===== src/rtl/rob_commit_if.sv =====
// Head-of-ROB view and retire-side controls shared by the commit controller and its environment.
// master: the commit controller; slave: ROB, register file, memory and predictor side.
interface rob_commit_if #(
   parameter int unsigned data_width = 16,
   parameter int unsigned tag_width  = 3
);
   localparam int unsigned inst_width = 4;
   localparam int unsigned reg_width  = 3;
   localparam int unsigned hist_width = 4;

   logic                    rob_empty;
   logic                    head_valid;
   logic [inst_width-1:0]   head_inst;
   logic [reg_width-1:0]    head_dest;
   logic [data_width-1:0]   head_value;
   logic                    head_predict;
   logic [data_width-1:0]   head_orig_pc;
   logic [hist_width-1:0]   head_bht;
   logic [tag_width-1:0]    head_tag;
   logic                    st_done;

   logic                    rob_re;
   logic                    rf_we;
   logic [reg_width-1:0]    rf_dest;
   logic [data_width-1:0]   rf_data;
   logic [tag_width-1:0]    rf_tag;
   logic                    st_commit;
   logic                    flush;
   logic [data_width-1:0]   redirect_pc;
   logic                    bht_we;
   logic [data_width-1:0]   bht_pc;
   logic [hist_width-1:0]   bht_hist;
   logic                    bht_taken;

   modport master (
      input  rob_empty, head_valid, head_inst, head_dest, head_value, head_predict,
             head_orig_pc, head_bht, head_tag, st_done,
      output rob_re, rf_we, rf_dest, rf_data, rf_tag, st_commit, flush, redirect_pc,
             bht_we, bht_pc, bht_hist, bht_taken
   );

   modport slave (
      output rob_empty, head_valid, head_inst, head_dest, head_value, head_predict,
             head_orig_pc, head_bht, head_tag, st_done,
      input  rob_re, rf_we, rf_dest, rf_data, rf_tag, st_commit, flush, redirect_pc,
             bht_we, bht_pc, bht_hist, bht_taken
   );
endinterface


===== src/rtl/rob_commit_ctrl.sv =====
// In-order ROB commit controller for LC-3b: retires one head entry per cycle, sequences stores and branch flushes.
// Optional feature macro COMMIT_STATS_EN adds retire_count / mispredict_count statistics outputs.
module rob_commit_ctrl #(
   parameter int unsigned data_width = 16,
   parameter int unsigned tag_width  = 3
) (
   input  logic             clk,
   input  logic             rst_n,
   rob_commit_if.master     bus
`ifdef COMMIT_STATS_EN
   ,
   output logic [15:0]      retire_count,
   output logic [15:0]      mispredict_count
`endif
);
   localparam int unsigned reg_width  = 3;
   localparam int unsigned hist_width = 4;
   localparam int unsigned op_width   = 4;

   localparam logic [op_width-1:0] op_br   = 4'b0000;
   localparam logic [op_width-1:0] op_add  = 4'b0001;
   localparam logic [op_width-1:0] op_ldb  = 4'b0010;
   localparam logic [op_width-1:0] op_stb  = 4'b0011;
   localparam logic [op_width-1:0] op_jsr  = 4'b0100;
   localparam logic [op_width-1:0] op_and  = 4'b0101;
   localparam logic [op_width-1:0] op_ldr  = 4'b0110;
   localparam logic [op_width-1:0] op_str  = 4'b0111;
   localparam logic [op_width-1:0] op_rti  = 4'b1000;
   localparam logic [op_width-1:0] op_not  = 4'b1001;
   localparam logic [op_width-1:0] op_ldi  = 4'b1010;
   localparam logic [op_width-1:0] op_sti  = 4'b1011;
   localparam logic [op_width-1:0] op_jmp  = 4'b1100;
   localparam logic [op_width-1:0] op_shf  = 4'b1101;
   localparam logic [op_width-1:0] op_lea  = 4'b1110;
   localparam logic [op_width-1:0] op_trap = 4'b1111;

   typedef enum logic [1:0] {
      COMMIT  = 2'd0,
      WAIT_ST = 2'd1,
      FLUSH   = 2'd2
   } state_e;

   state_e state, state_nxt;

   logic                   rob_re_c;
   logic                   rf_we_c;
   logic [reg_width-1:0]   rf_dest_c;
   logic [data_width-1:0]  rf_data_c;
   logic [tag_width-1:0]   rf_tag_c;
   logic                   st_commit_c;
   logic                   flush_c;
   logic [data_width-1:0]  redirect_pc_c;
   logic                   bht_we_c;
   logic [data_width-1:0]  bht_pc_c;
   logic [hist_width-1:0]  bht_hist_c;
   logic                   bht_taken_c;
   logic                   br_taken;
   logic                   head_ready;

   // A branch is taken whenever its resolved next-PC is not the fall-through address.
   assign br_taken   = (bus.head_value != data_width'(bus.head_orig_pc + data_width'(2)));
   assign head_ready = !bus.rob_empty && bus.head_valid;

   always_ff @(posedge clk or negedge rst_n) begin
      if (!rst_n) state <= COMMIT;
      else        state <= state_nxt;
   end

   // Next state and same-cycle retire controls.
   always_comb begin
      state_nxt     = state;
      rob_re_c      = 1'b0;
      rf_we_c       = 1'b0;
      rf_dest_c     = '0;
      rf_data_c     = '0;
      rf_tag_c      = '0;
      st_commit_c   = 1'b0;
      flush_c       = 1'b0;
      redirect_pc_c = '0;
      bht_we_c      = 1'b0;
      bht_pc_c      = '0;
      bht_hist_c    = '0;
      bht_taken_c   = 1'b0;

      unique case (state)
         COMMIT: begin
            if (head_ready) begin
               unique case (bus.head_inst)
                  op_stb, op_str, op_sti: begin
                     st_commit_c = 1'b1;
                     state_nxt   = WAIT_ST;
                  end
                  op_br: begin
                     rob_re_c    = 1'b1;
                     bht_we_c    = 1'b1;
                     bht_pc_c    = bus.head_orig_pc;
                     bht_hist_c  = bus.head_bht;
                     bht_taken_c = br_taken;
                     if (br_taken != bus.head_predict) begin
                        flush_c       = 1'b1;
                        redirect_pc_c = bus.head_value;
                        state_nxt     = FLUSH;
                     end
                  end
                  op_jmp, op_jsr: begin
                     rob_re_c      = 1'b1;
                     flush_c       = 1'b1;
                     redirect_pc_c = bus.head_value;
                     state_nxt     = FLUSH;
                     if (bus.head_inst == op_jsr) begin
                        rf_we_c   = 1'b1;
                        rf_dest_c = bus.head_dest;
                        rf_data_c = bus.head_value;
                        rf_tag_c  = bus.head_tag;
                     end
                  end
                  op_rti: rob_re_c = 1'b1;
                  op_add, op_and, op_not, op_ldr, op_ldb, op_ldi, op_lea, op_shf, op_trap: begin
                     rob_re_c  = 1'b1;
                     rf_we_c   = 1'b1;
                     rf_dest_c = bus.head_dest;
                     rf_data_c = bus.head_value;
                     rf_tag_c  = bus.head_tag;
                  end
                  default: ;
               endcase
            end
         end
         WAIT_ST: begin
            st_commit_c = 1'b1;
            if (bus.st_done) begin
               rob_re_c  = 1'b1;
               state_nxt = COMMIT;
            end
         end
         FLUSH:   state_nxt = COMMIT;
         default: state_nxt = COMMIT;
      endcase
   end

   // Reset silences every output immediately, independent of the clock.
   assign bus.rob_re      = rst_n & rob_re_c;
   assign bus.rf_we       = rst_n & rf_we_c;
   assign bus.rf_dest     = rst_n ? rf_dest_c     : '0;
   assign bus.rf_data     = rst_n ? rf_data_c     : '0;
   assign bus.rf_tag      = rst_n ? rf_tag_c      : '0;
   assign bus.st_commit   = rst_n & st_commit_c;
   assign bus.flush       = rst_n & flush_c;
   assign bus.redirect_pc = rst_n ? redirect_pc_c : '0;
   assign bus.bht_we      = rst_n & bht_we_c;
   assign bus.bht_pc      = rst_n ? bht_pc_c      : '0;
   assign bus.bht_hist    = rst_n ? bht_hist_c    : '0;
   assign bus.bht_taken   = rst_n & bht_taken_c;

`ifdef COMMIT_STATS_EN
   // Free-running 16-bit statistics, wrapping naturally.
   always_ff @(posedge clk or negedge rst_n) begin
      if (!rst_n) begin
         retire_count     <= 16'd0;
         mispredict_count <= 16'd0;
      end else begin
         if (rob_re_c) retire_count     <= retire_count + 16'd1;
         if (flush_c)  mispredict_count <= mispredict_count + 16'd1;
      end
   end
`endif

endmodule


===== src/flat_wrapper.sv =====
// flat-port wrapper written by rule: the top's interface ports become plain ports
module rob_commit_ctrl_flat 
#(
   parameter int unsigned data_width = 16,
   parameter int unsigned tag_width  = 3
)
  (clk, rst_n, bus_rob_empty, bus_head_valid, bus_head_inst, bus_head_dest, bus_head_value, bus_head_predict, bus_head_orig_pc, bus_head_bht, bus_head_tag, bus_st_done, bus_rob_re, bus_rf_we, bus_rf_dest, bus_rf_data, bus_rf_tag, bus_st_commit, bus_flush, bus_redirect_pc, bus_bht_we, bus_bht_pc, bus_bht_hist, bus_bht_taken);
  rob_commit_if #(.data_width(data_width), .tag_width(tag_width)) bus_i ();
  input  logic clk;
  input  logic rst_n;
  input wire logic [$bits(bus_i.rob_empty)-1:0] bus_rob_empty;
  input wire logic [$bits(bus_i.head_valid)-1:0] bus_head_valid;
  input wire logic [$bits(bus_i.head_inst)-1:0] bus_head_inst;
  input wire logic [$bits(bus_i.head_dest)-1:0] bus_head_dest;
  input wire logic [$bits(bus_i.head_value)-1:0] bus_head_value;
  input wire logic [$bits(bus_i.head_predict)-1:0] bus_head_predict;
  input wire logic [$bits(bus_i.head_orig_pc)-1:0] bus_head_orig_pc;
  input wire logic [$bits(bus_i.head_bht)-1:0] bus_head_bht;
  input wire logic [$bits(bus_i.head_tag)-1:0] bus_head_tag;
  input wire logic [$bits(bus_i.st_done)-1:0] bus_st_done;
  output wire logic [$bits(bus_i.rob_re)-1:0] bus_rob_re;
  output wire logic [$bits(bus_i.rf_we)-1:0] bus_rf_we;
  output wire logic [$bits(bus_i.rf_dest)-1:0] bus_rf_dest;
  output wire logic [$bits(bus_i.rf_data)-1:0] bus_rf_data;
  output wire logic [$bits(bus_i.rf_tag)-1:0] bus_rf_tag;
  output wire logic [$bits(bus_i.st_commit)-1:0] bus_st_commit;
  output wire logic [$bits(bus_i.flush)-1:0] bus_flush;
  output wire logic [$bits(bus_i.redirect_pc)-1:0] bus_redirect_pc;
  output wire logic [$bits(bus_i.bht_we)-1:0] bus_bht_we;
  output wire logic [$bits(bus_i.bht_pc)-1:0] bus_bht_pc;
  output wire logic [$bits(bus_i.bht_hist)-1:0] bus_bht_hist;
  output wire logic [$bits(bus_i.bht_taken)-1:0] bus_bht_taken;
  assign bus_i.rob_empty = bus_rob_empty;
  assign bus_i.head_valid = bus_head_valid;
  assign bus_i.head_inst = bus_head_inst;
  assign bus_i.head_dest = bus_head_dest;
  assign bus_i.head_value = bus_head_value;
  assign bus_i.head_predict = bus_head_predict;
  assign bus_i.head_orig_pc = bus_head_orig_pc;
  assign bus_i.head_bht = bus_head_bht;
  assign bus_i.head_tag = bus_head_tag;
  assign bus_i.st_done = bus_st_done;
  assign bus_rob_re = bus_i.rob_re;
  assign bus_rf_we = bus_i.rf_we;
  assign bus_rf_dest = bus_i.rf_dest;
  assign bus_rf_data = bus_i.rf_data;
  assign bus_rf_tag = bus_i.rf_tag;
  assign bus_st_commit = bus_i.st_commit;
  assign bus_flush = bus_i.flush;
  assign bus_redirect_pc = bus_i.redirect_pc;
  assign bus_bht_we = bus_i.bht_we;
  assign bus_bht_pc = bus_i.bht_pc;
  assign bus_bht_hist = bus_i.bht_hist;
  assign bus_bht_taken = bus_i.bht_taken;
  rob_commit_ctrl #(.data_width(data_width), .tag_width(tag_width)) u_core (.clk(clk), .rst_n(rst_n), .bus(bus_i));
endmodule

===== config.mk =====
export PLATFORM = sky130hd
export DESIGN_NAME = rob_commit_ctrl_flat
export DESIGN_NICKNAME = d
export VERILOG_FILES = /design/src/rtl/rob_commit_if.sv /design/src/rtl/rob_commit_ctrl.sv /design/src/flat_wrapper.sv
export SDC_FILE = /design/constraint.sdc
export NUM_CORES = 1
export LEC_CHECK = 0
export ABC_AREA = 0
export CORE_MARGIN = 2
export CORE_UTILIZATION = 28
export DETAILED_ROUTE_END_ITERATION = 16
export HOLD_SLACK_MARGIN = 0.03
export PLACE_DENSITY = 0.76
export RECOVER_POWER = 50
export SLEW_MARGIN = 20
export SYNTH_ARGS = -nofsm -noshare
export SYNTH_HDL_FRONTEND = slang
export SYNTH_SLANG_ARGS = --single-unit

===== constraint.sdc =====
create_clock -name clk -period 2.89 [get_ports clk]
set_clock_uncertainty 0.15 [all_clocks]
set_input_delay 0.578 -clock clk [delete_from_list [all_inputs] [get_ports clk]]
set_output_delay 0.578 -clock clk [all_outputs]
set_load 0.02 [all_outputs]

# ---- After elaboration in Yosys (flattened, before gate mapping)
# Cells that the tools add are included.
# W data, S select, Z words.
dict set report totals {
  out_inout_bits 64
  wordCells 93
  reg_bits 2
  inputBits 52
}
dict set report classes {
  bitwise 6
  addsub 1
  n_eq_ne 22
  n_reduce_logical 9
  muxes 54
}
# operator count
set ops {}
lappend ops {{$mux W16} 12}
lappend ops {{$pmux W16 S2} 2}
lappend ops {{$eq A4 B4 Y1 const B} 8}
lappend ops {{$mux W3} 8}
lappend ops {{$mux W1} 17}
lappend ops {{$add A16 B2 Y16 const B} 1}
lappend ops {{$eq A4 B3 Y1 const B} 4}
lappend ops {{$mux W4} 4}
lappend ops {{$ne A16 B16 Y1} 1}
lappend ops {{$reduce_or A13 Y1} 1}
lappend ops {{$pmux W3 S2} 2}
lappend ops {{$reduce_or A9 Y1} 1}
lappend ops {{$eq A4 B2 Y1 const B} 2}
lappend ops {{$pmux W1 S2} 4}
lappend ops {{$and A1 B1 Y1} 6}
lappend ops {{$mux W2} 3}
lappend ops {{$pmux W2 S3} 1}
lappend ops {{$eq A4 B1 Y1 const B} 1}
lappend ops {{$logic_not A4 Y1} 1}
lappend ops {{$ne A4 B4 Y1 const B} 1}
lappend ops {{$pmux W2 S2} 1}
lappend ops {{$reduce_and A4 Y1} 1}
lappend ops {{$ne A3 B2 Y1 const B} 1}
lappend ops {{$reduce_or A3 Y1} 1}
lappend ops {{8 further kinds} 8}

# ---- Depth between registers and ports, before layout
# Gate-level depths: netlist of run 1.
dict set report logic_depth {
  ltp_word 8
  depth_mapped 9
}

# ---- Worst setup path after synthesis of run 1
# OpenSTA, ideal clock, no wires.
dict set report synth_path {
  path_kind {in2out}
  start {input port bus_head_orig_pc[1]}
  end {output port bus_redirect_pc[10]}
  n_path_buf 1
  setup_slack_ns -0.271
  t_required_ns 2.162
  cell_stages 9
  t_arrival_ns 2.433
  path_cell_list {ha_1 -> and3_1 -> and4_1 -> or3_1 -> a31oi_1 -> nor3_1 -> mux2i_4 -> buf_6 -> and3_1}
}
dict set report synth_via {
  elab_chain_cells 8
}
# item line
set synth_lines {}
lappend synth_lines {{start: declaration} flat_wrapper.sv:17} ;# input wire logic [$bits(bus_i.head_orig_pc)-1:0] bus_head_orig_pc;
lappend synth_lines {{$add A16 B2 Y16} rob_commit_ctrl.sv:61} ;# assign br_taken = (bus.head_value != data_width'(bus.head_orig_pc + data_width'(2)));
lappend synth_lines {{$ne A16 B16 Y1} rob_commit_ctrl.sv:61}
lappend synth_lines {{$ne A1 B1 Y1} rob_commit_ctrl.sv:99} ;# if (br_taken != bus.head_predict) begin
lappend synth_lines {{$mux W16} rob_commit_ctrl.sv:99}
lappend synth_lines {{$pmux W16 S2} rob_commit_ctrl.sv:88} ;# unique case (bus.head_inst)
lappend synth_lines {{$mux W16} rob_commit_ctrl.sv:87} ;# if (head_ready) begin
lappend synth_lines {{$mux W16} rob_commit_ctrl.sv:85} ;# unique case (state)
lappend synth_lines {{$mux W16} rob_commit_ctrl.sv:149} ;# assign bus.redirect_pc = rst_n ? redirect_pc_c : '0;
lappend synth_lines {{end: declaration} flat_wrapper.sv:28} ;# output wire logic [$bits(bus_i.redirect_pc)-1:0] bus_redirect_pc;
# No other way between the ends.

# ---- Final worst setup path of run 1
dict set report layout_path {
  start {input port bus_head_orig_pc[1]}
  end {output port bus_redirect_pc[15]}
}
# Same word-level chain as after synthesis.

==> results.ini, run 1 <==
[yosys]
async_reset_ff_share_pct=100
yosysWarnings=0
synth-seq-area-share_pct=4.16
synth_nets=224
ys.flop_type=dfrtp_1
syn_avg_cell_area_um2=7.04
ys_types=41
synthesis.area_mm2=0.00120
synth_edf_count=0
synth_cells=171
ys_ff_latch=2

[critical_path]
crit_type=in2out
critPathLaunchType=primary input
worstPathArrival_ns=2.68
endpoint_kind=output pin
crit_required_ns=2.16
cp_max_fo=7

[die]
die_area_mm2=0.00484
io_pins=116
start_util_pct=29.7
chipHeight_um=69.6
die_w_um=69.6
core_mm2=0.00406
rows=23

[sta]
finalHoldViolCount=0
setup_viol=23
fin_crit_sh_pct=118
finalMaxSlewViolations=0
post-route-worst-setup-slack_ns=-0.521
worst_pin_slew_ns=0.408
fin_crit_ns=3.41
fmax_mhz=293
slew_headroom_pct=72.6
rsz0062_at_grt=yes

[layout]
final_area_mm2=0.00314
seqCellArea_um2=50.0
fillers=291
regMostFlops=u_core.state
fin_util_pct=77.3
reg_top3=u_core.state x2
layout.nets=406
area_growth_pct=161
multi_input_area_mm2=0.00140
final_layout_size_suffix_gt1_share_pct=57.8
diodes=0
largest_reg_flops=2

[pwr]
powerDensity_mw_per_mm2=179
leakage_nw=1.49
irDropWorstVdd_mv=0.178
p_total_uw=563

[clock_network]
clockBufferDepth=2
cts.sinks=2
htree_levels=1
cts.clk_slew.worst_paths_ns=0.03
clock-root-buffer=clkbuf_8
numCtsBuffers=3
cts_tree=built
insertion_delay_ns=0.21

[drt]
drtPass1Iterations=4
first_iter_violations=82
wl_mm=6.19
routedWlPerCell_um=15.4
vias_per_cell=5.01
drc=0
num_vias=2011
detail-route-antenna-nets=0

[placement]
finalWeightedCongestion=0.834
dpl_cell_area_mm2=0.00284
dp_hpwl_mm=4.42
place_ws_ns=-1.42
io_buffer_count=115

[grt]
grt_max_degree=14
grt_usage_pct=24.9
grt-ovfl-total=0
grt_pass1_vias=2069
grt_pass1_wl_mm=9.87
antenna_found_initial=0

[status]
status=complete, but fails checks
violations=negative setup slack

[hold_path]
worst_hold_path_type=reg2reg

[job]
drv_cap=0

==> metrics by stage <==
stage / hold WS, ns / cells / setup TNS, ns
CTS: 0.503 / 398 / -8.78
global placement: 0.449 / 379 / -46.31
finish: 0.587 / 401 / -8.98
floorplan: 0.132 / 171 / -1.35
detailed placement: 0.457 / 379 / -47.35
global route: 0.617 / 401 / -13.21
==> layout make-up <==
class	instances	area share [%]
tap	50	1.99
multi-input combinational	160	44.7
clock buffer	3	1.32
timing repair buffer	185	50.2
inverter	1	0.120
sequential	2	1.59
==> power by group <==
part           switching [mW]  total [mW]  internal, mW  leakage (nW)
logic                   0.181       0.397         0.216          1.44
clock network          0.0225       0.111        0.0882        0.0216
registers              0.0197      0.0554        0.0357        0.0270
==> layer usage <==
layer	wire (um)	share of wire [%]	up-vias	track usage, %
met1	2530	41	917	30.6
met3	479	7.7	10	4.22
met2	3070	50	104	43.8
met5	0	0	-	0
li1	-	-	980	-
met4	101	1.6	0	8.06
==> worst max-delay path, cell delays in order <==
cell and delay, ns:
buf_8 0.10, buf_6 0.11, buf_6 0.12, xnor2_4 0.12
a2111oi_4 0.33, nand4b_1 0.15, a211oi_2 0.30, nand3_2 0.14
mux2i_4 0.27, buf_6 0.16, and3_2 0.18, buf_6 0.11
==> cells in the mapped netlist, types with 4 or more instances <==
library cell  count  area (um2)
xnor2_1          11        96.3
and2_1           43         269
nand2_1           6        22.5
and3_2            8        60.1
xor2_1           11        96.3
and3_1           12        75.1
a31oi_1           4        25.0
clkbuf_1          6        22.5
nand3_1           6        30.0
o21ai_0           4        20.0
nor2_1            4        15.0
a21oi_1           7        35.0
==> logic make-up (layout without fill, tap and decap cells) <==
logic type	Yosys count	count (layout)	synth area share, %
adder cells (fa/ha/maj)	1	1	1.04
multiplexers	2	2	2.81
buffers and inverters	9	189	3.53
XOR/XNOR	22	22	16.0
flip-flops	2	2	4.16
AO/OA/AOI/OAI	26	26	15.1
AND/OR/NAND/NOR	109	109	57.4
==> placed cells by master, fill, tap and decap left out, types with 3 or more instances in the layout <==
| cell type | instances |
|---|---|
| clkdlybuf4s50_1 | 17 |
| and3_2 | 5 |
| nand2b_1 | 3 |
| and2_1 | 39 |
| buf_4 | 57 |
| xor2_1 | 7 |
| nand4_1 | 3 |
| nand3_2 | 4 |
| clkbuf_8 | 3 |
| clkdlybuf4s15_1 | 5 |
| buf_2 | 36 |
| and2_4 | 4 |
| clkdlybuf4s15_2 | 15 |
| dlygate4sd2_1 | 14 |
| nor3_2 | 3 |
| or3_1 | 3 |
| nand3_1 | 4 |
| nand2_1 | 6 |
| and3_4 | 14 |
| xnor2_1 | 7 |
| dlymetal6s2s_1 | 3 |
| buf_6 | 32 |
| a21oi_1 | 6 |
| xnor2_2 | 3 |
| xor2_2 | 4 |
| o21ai_0 | 3 |
| a31oi_1 | 3 |
==> what timing repair did <==
item	in CTS	in global routing
endpoints found under the setup margin	65	41
buffers inserted	14	4
pin swaps	32	13
resized for setup	390	20
hold buffers	0	0
cloned	2	0
==> final timing paths <==
kind,cells after the start,end,from,slack [ns]
worst max-delay path,12,bus_redirect_pc[15],bus_head_orig_pc[1],-0.52
worst min-delay path,1,u_core.state[0],u_core.state[0],0.59
worst max register to register,5,u_core.state[0],u_core.state[0],1.41
worst min register to register,1,u_core.state[0],u_core.state[0],0.59
max in group asynchronous,2,u_core.state[0],rst_n,1.82
min in group asynchronous,2,u_core.state[1],rst_n,0.60
Power figures use the tool's default switching activity.
==> inputs of run 2 (changes only) <==
- CAP_MARGIN: not set -> 20
- CORE_UTILIZATION: 28 -> 35
- DONT_BUFFER_PORTS: not set -> 1
- PLACE_DENSITY: 0.76 -> 0.48
- REMOVE_ABC_BUFFERS: not set -> 1
==> results.ini, run 2 (synthesized netlist as in run 1, its figures left out) <==
[drt]
drc=0  ; unchanged
num_vias=1386  ; was 2011
wl_mm=4.15  ; was 6.19 mm
drtPass1Iterations=4  ; unchanged
route.met3.wl_um=294  ; was 479 um
m1WireLength_mm=1.70  ; was 2.53 mm
routedWlPerCell_um=17.2  ; was 15.4 um
highest_layer=met4  ; unchanged
wl_met2_mm=2.12  ; was 3.07 mm
detail-route-antenna-nets=0  ; unchanged
vias_per_cell=5.75  ; was 5.01
first_iter_violations=36  ; was 82

[pwr]
p_total_uw=309  ; was 563 uW
powerDensity_mw_per_mm2=185  ; was 179 mW/mm2
leakage_nw=0.605  ; was 1.49 nW
irDropWorstVdd_mv=0.0725  ; was 0.178 mV

[sta]
holdWs_ns=0.330  ; was 0.587 ns
post-route-worst-setup-slack_ns=-0.221  ; was -0.521 ns
setup_viol=18  ; was 23
slew_headroom_pct=71.0  ; was 72.6%
worst_pin_slew_ns=0.437  ; was 0.408 ns
rsz0062_at_grt=yes  ; unchanged
fin_crit_ns=3.11  ; was 3.41 ns
finalHoldViolCount=0  ; unchanged
finalMaxSlewViolations=0  ; unchanged
fmax_mhz=321  ; was 293 MHz
setup_tns_ns=-3.31  ; was -8.98 ns
fin_crit_sh_pct=108  ; was 118%

[layout]
diodes=0  ; unchanged
final_cell_count_no_fill=241  ; was 401
area_growth_pct=38.7  ; was 161%
final_cell_mix=29 x and2_1, 19 x buf_4, 17 x and3_4  ; was 57 x buf_4, 39 x and2_1, 36 x buf_2
reg_top3=u_core.state x2  ; unchanged
mostFrequentLayoutCell=and2_1  ; was buf_4
final_layout_size_suffix_gt1_share_pct=35.9  ; was 57.8%
final_area_mm2=0.00167  ; was 0.00314 mm2
layout.nets=250  ; was 406
largest_reg_flops=2  ; unchanged
fin_util_pct=50.4  ; was 77.3%
regMostFlops=u_core.state  ; unchanged

[clock_network]
insertion_delay_ns=0.22  ; was 0.21 ns
htree_levels=1  ; unchanged
cts.sinks=2  ; unchanged
cts_tree=built  ; unchanged
clock-root-buffer=clkbuf_4  ; was clkbuf_8
numCtsBuffers=3  ; unchanged
clockBufferDepth=2  ; unchanged
cts.clk_slew.worst_paths_ns=0.03  ; about the same

[die]
core_mm2=0.00331  ; was 0.00406 mm2
rows=21  ; was 23
io_pins=116  ; unchanged
chipHeight_um=62.6  ; was 69.6 um
die_area_mm2=0.00392  ; was 0.00484 mm2
start_util_pct=36.4  ; was 29.7%
die_w_um=62.6  ; was 69.6 um

[placement]
finalWeightedCongestion=0.840  ; was 0.834
dp_hpwl_mm=3.28  ; was 4.42 mm
dpl_cell_area_mm2=0.00141  ; was 0.00284 mm2
place_ws_ns=-0.392  ; was -1.42 ns
dp.cells=234  ; was 379
io_buffer_count=0  ; was 115

[status]
status=complete, but fails checks  ; unchanged
violations=negative setup slack  ; unchanged

[critical_path]
worstPathArrival_ns=2.38  ; was 2.68 ns
crit_type=in2out  ; unchanged
cp_max_fo=6  ; was 7
critPathLaunchType=primary input  ; unchanged
crit_required_ns=2.16  ; about the same
endpoint_kind=output pin  ; unchanged

[grt]
grt_usage_pct=20.3  ; was 24.9%
grt_max_degree=19  ; was 14
antenna_found_initial=0  ; unchanged
grt-ovfl-total=0  ; unchanged
grt_pass1_wl_mm=6.58  ; was 9.87 mm
grt_pass1_vias=1438  ; was 2069

[hold_path]
worst_hold_path_type=in2reg  ; was reg2reg

[job]
drv_cap=0  ; unchanged

[run 2: timing repair]
| action | CTS | global route |
|---|---|---|
| hold buffers | 1 | 0 |
| cloned | 2 | 0 |
| pin swaps | 20 | 8 |
| setup buffers | 1 | 0 |
| hold endpoints to repair | 2 | 0 |
| resized for setup | 43 | 14 |
| endpoints found under the setup margin | 18 | 18 |
[run 2: path summary, 6_finish.rpt]
check	depth (start not counted)	endpoint	slack [ns]	startpoint
worst max register to register	3	u_core.state[0]	1.50	u_core.state[1]
worst min register to register	1	u_core.state[0]	0.46	u_core.state[0]
worst min-delay path	1	u_core.state[1]	0.33	bus_head_inst[3]
worst max-delay path	8	bus_redirect_pc[15]	-0.22	bus_head_orig_pc[2]
max in group asynchronous	1	u_core.state[1]	2.02	rst_n
min in group asynchronous	1	u_core.state[0]	0.45	rst_n
[run 2: cell type report]
cell class | count | area, um2
clock buffer | 3 | 22.5
timing repair buffer | 29 | 234
sequential | 2 | 50.0
tap | 46 | 57.6
fill | 350 | 1640
inverter | 1 | 3.75
multi-input combinational | 160 | 1300
[run 2: metal layers]
metal | track usage (%) | up-vias
li1 | - | 661
met1 | 25.0 | 650
met2 | 37.6 | 71
met3 | 1.98 | 4
met4 | 5.28 | 0
met5 | 0 | -
[run 2: critical path: stages]
cell      delay, ns
nand2_8        0.03
xor2_1         0.15
or4b_4         0.49
a311oi_4       0.30
nand3_2        0.16
mux2i_4        0.28
buf_6          0.17
and3_4         0.22
[run 2: where the power goes]
group,switching (mW),internal (mW),leakage [nW]
clock,0.0134,0.0456,0.0138
combinational,0.110,0.0927,0.565
sequential,0.0114,0.0358,0.0270
==> inputs of run 3 (changes only) <==
- CORE_UTILIZATION: 35 -> 55
- PLACE_DENSITY: 0.48 -> 0.7
- TNS_END_PERCENT: not set -> 100
==> results.ini, run 3 (synthesized netlist as in run 1, its figures left out) <==
[sta]
rsz0062_at_grt=yes  ; unchanged
fin_crit_sh_pct=107  ; was 108%
worst_pin_slew_ns=0.544  ; was 0.437 ns
finalMaxSlewViolations=0  ; unchanged
finalHoldViolCount=0  ; unchanged
post-route-worst-setup-slack_ns=-0.196  ; was -0.221 ns
slew_headroom_pct=63.7  ; was 71.0%
fin_crit_ns=3.09  ; was 3.11 ns
fmax_mhz=324  ; was 321 MHz
setup_viol=17  ; was 18

[grt]
grt-ovfl-total=0  ; unchanged
antenna_found_initial=0  ; unchanged
top_usage_layer=met2  ; unchanged
grt_pass1_vias=1361  ; was 1438
grt_pass1_wl_mm=5.81  ; was 6.58 mm
grt_usage_pct=28.3  ; was 20.3%
grt_max_degree=16  ; was 19
met3_usage_pct=2.68  ; was 1.98%
use_met1_pct=35.2  ; was 25.0%
met2_usage_pct=51.1  ; was 37.6%

[die]
chipHeight_um=50.8  ; was 62.6 um
core_mm2=0.00202  ; was 0.00331 mm2
rows=16  ; was 21
die_area_mm2=0.00258  ; was 0.00392 mm2
die_w_um=50.8  ; was 62.6 um
io_pins=116  ; unchanged
start_util_pct=59.5  ; was 36.4%

[pwr]
swShare_pct=44.3  ; was 43.6%
combinationalPowerShare_pct=64.4  ; was 65.6%
p_total_uw=305  ; was 309 uW
p_int_uw=170  ; was 174 uW
clockPowerShare_pct=20.1  ; was 19.1%
powerDensity_mw_per_mm2=191  ; was 185 mW/mm2
irDropWorstVdd_mv=0.210  ; was 0.0725 mV
leakage_nw=0.593  ; was 0.605 nW
power.switching_uw=135  ; was 134 uW
seq_power_share_pct=15.6  ; was 15.3%

[clock_network]
htree_levels=1  ; unchanged
clock-root-buffer=clkbuf_4  ; unchanged
insertion_delay_ns=0.22  ; about the same
numCtsBuffers=3  ; unchanged
cts.sinks=2  ; unchanged
cts_tree=built  ; unchanged
cts.clk_slew.worst_paths_ns=0.03  ; about the same
clockBufferDepth=2  ; unchanged

[drt]
wl_mm=3.87  ; was 4.15 mm
first_iter_violations=32  ; was 36
routedWlPerCell_um=17.8  ; was 17.2 um
vias_per_cell=6.46  ; was 5.75
num_vias=1402  ; was 1386
detail-route-antenna-nets=0  ; unchanged
drc=0  ; unchanged
drtPass1Iterations=4  ; unchanged

[placement]
io_buffer_count=0  ; unchanged
place_ws_ns=-0.434  ; was -0.392 ns
dp_hpwl_mm=2.91  ; was 3.28 mm
finalWeightedCongestion=0.841  ; was 0.840

[hold_path]
worst_hold_path_type=in2reg  ; unchanged

[layout]
final_layout_size_suffix_gt1_share_pct=34.7  ; was 35.9%
diodes=0  ; unchanged
reg_top3=u_core.state x2  ; unchanged
final_cell_mix=41 x and2_1, 19 x buf_4, 17 x and3_4  ; was 29 x and2_1, 19 x buf_4, 17 x and3_4
regMostFlops=u_core.state  ; unchanged
layout.nets=245  ; was 250
largest_reg_flops=2  ; unchanged
fillers=146  ; was 350
mostFrequentLayoutCell=and2_1  ; unchanged
area_growth_pct=33.0  ; was 38.7%

[critical_path]
slowest_stage=or4b_4  ; unchanged
crit_type=in2out  ; unchanged
max_stage_delay_ns=0.55  ; was 0.49 ns
worstPathArrival_ns=2.36  ; was 2.38 ns
worstPathCellList=xnor2_4 > or4b_4 > a311oi_4 > nand3_2 > mux2i_4 > buf_12 > and3_4  ; was nand2_8 > xor2_1 > or4b_4 > a311oi_4 > nand3_2 > mux2i_4 > buf_6 > and3_4
critPathLaunchType=primary input  ; unchanged
cp_max_fo=12  ; was 6
endpoint_kind=output pin  ; unchanged
crit_required_ns=2.16  ; about the same

[status]
violations=negative setup slack  ; unchanged
status=complete, but fails checks  ; unchanged

[job]
drv_cap=0  ; unchanged

==> run 3: critical path, delay by kind of cell <==
kind / cells / cell delay, ns
AOI/OAI and AO/OA: 1 / 0.34
xor gates and xnor gates: 1 / 0.13
buffers and inverters: 1 / 0.16
muxes: 1 / 0.24
and+or+nand+nor: 3 / 0.91
==> run 3: final cells by class <==
cell class              instances  area [um2]  share of cell area [%]
multi-input cells             160        1300                    81.2
repair buffers                 24         191                    12.0
flip-flops and latches          2        50.0                    3.13
well taps                      27        33.8                    2.11
clock buffers                   3        22.5                    1.41
inverters                       1        3.75                   0.235
==> run 3: metal layers <==
layer / vias up / part of all wire (%)
met1: 645 / 40
li1: 658 / -
met2: 91 / 50
met4: 0 / 1.6
met3: 8 / 8.4
met5: - / 0
==> run 3: metrics by stage <==
step	TNS [ns]	instance area [um2]	hold slack (ns)	utilization, %	cells
4_1_cts	-2.96	1560	0.321	77.2	215
5_1_grt	-4.56	1600	0.311	79.1	217
2_1_floorplan	-5.38	1160	0.132	-	163
6_report	-3.11	1600	0.322	79.1	217
3_3_place_gp	-5.88	1350	0.132	67.0	209
3_5_place_dp	-7.18	1350	0.132	67.0	209
==> run 3: worst paths after layout <==
check / from / endpoint / slack, ns / cells after the start
max in group asynchronous: rst_n / u_core.state[0] / 2.02 / 1
min in group asynchronous: rst_n / u_core.state[1] / 0.44 / 1
setup reg to reg: u_core.state[1] / u_core.state[0] / 1.44 / 3
hold reg to reg: u_core.state[0] / u_core.state[0] / 0.46 / 1
setup / recovery: bus_head_orig_pc[7] / bus_redirect_pc[2] / -0.20 / 7
hold / removal: bus_head_inst[3] / u_core.state[1] / 0.32 / 1
==> run 3: power by group through the flow <==
stage               combinational [mW]  clock, mW  sequential, mW
finish                           0.196     0.0613          0.0475
floorplan                        0.132          0          0.0448
global placement                 0.170          0          0.0462
global route                     0.213     0.0684          0.0486
detailed placement               0.174          0          0.0470
CTS                              0.192     0.0627          0.0468
==> run 3: what timing repair did <==
| item | in CTS | in global routing |
|---|---|---|
| pin swaps | 7 | 7 |
| hold endpoints to repair | 2 | 0 |
| setup buffers | 2 | 4 |
| gates resized for setup | 41 | 8 |
| hold buffers | 1 | 0 |
| endpoints found under the setup margin | 18 | 18 |
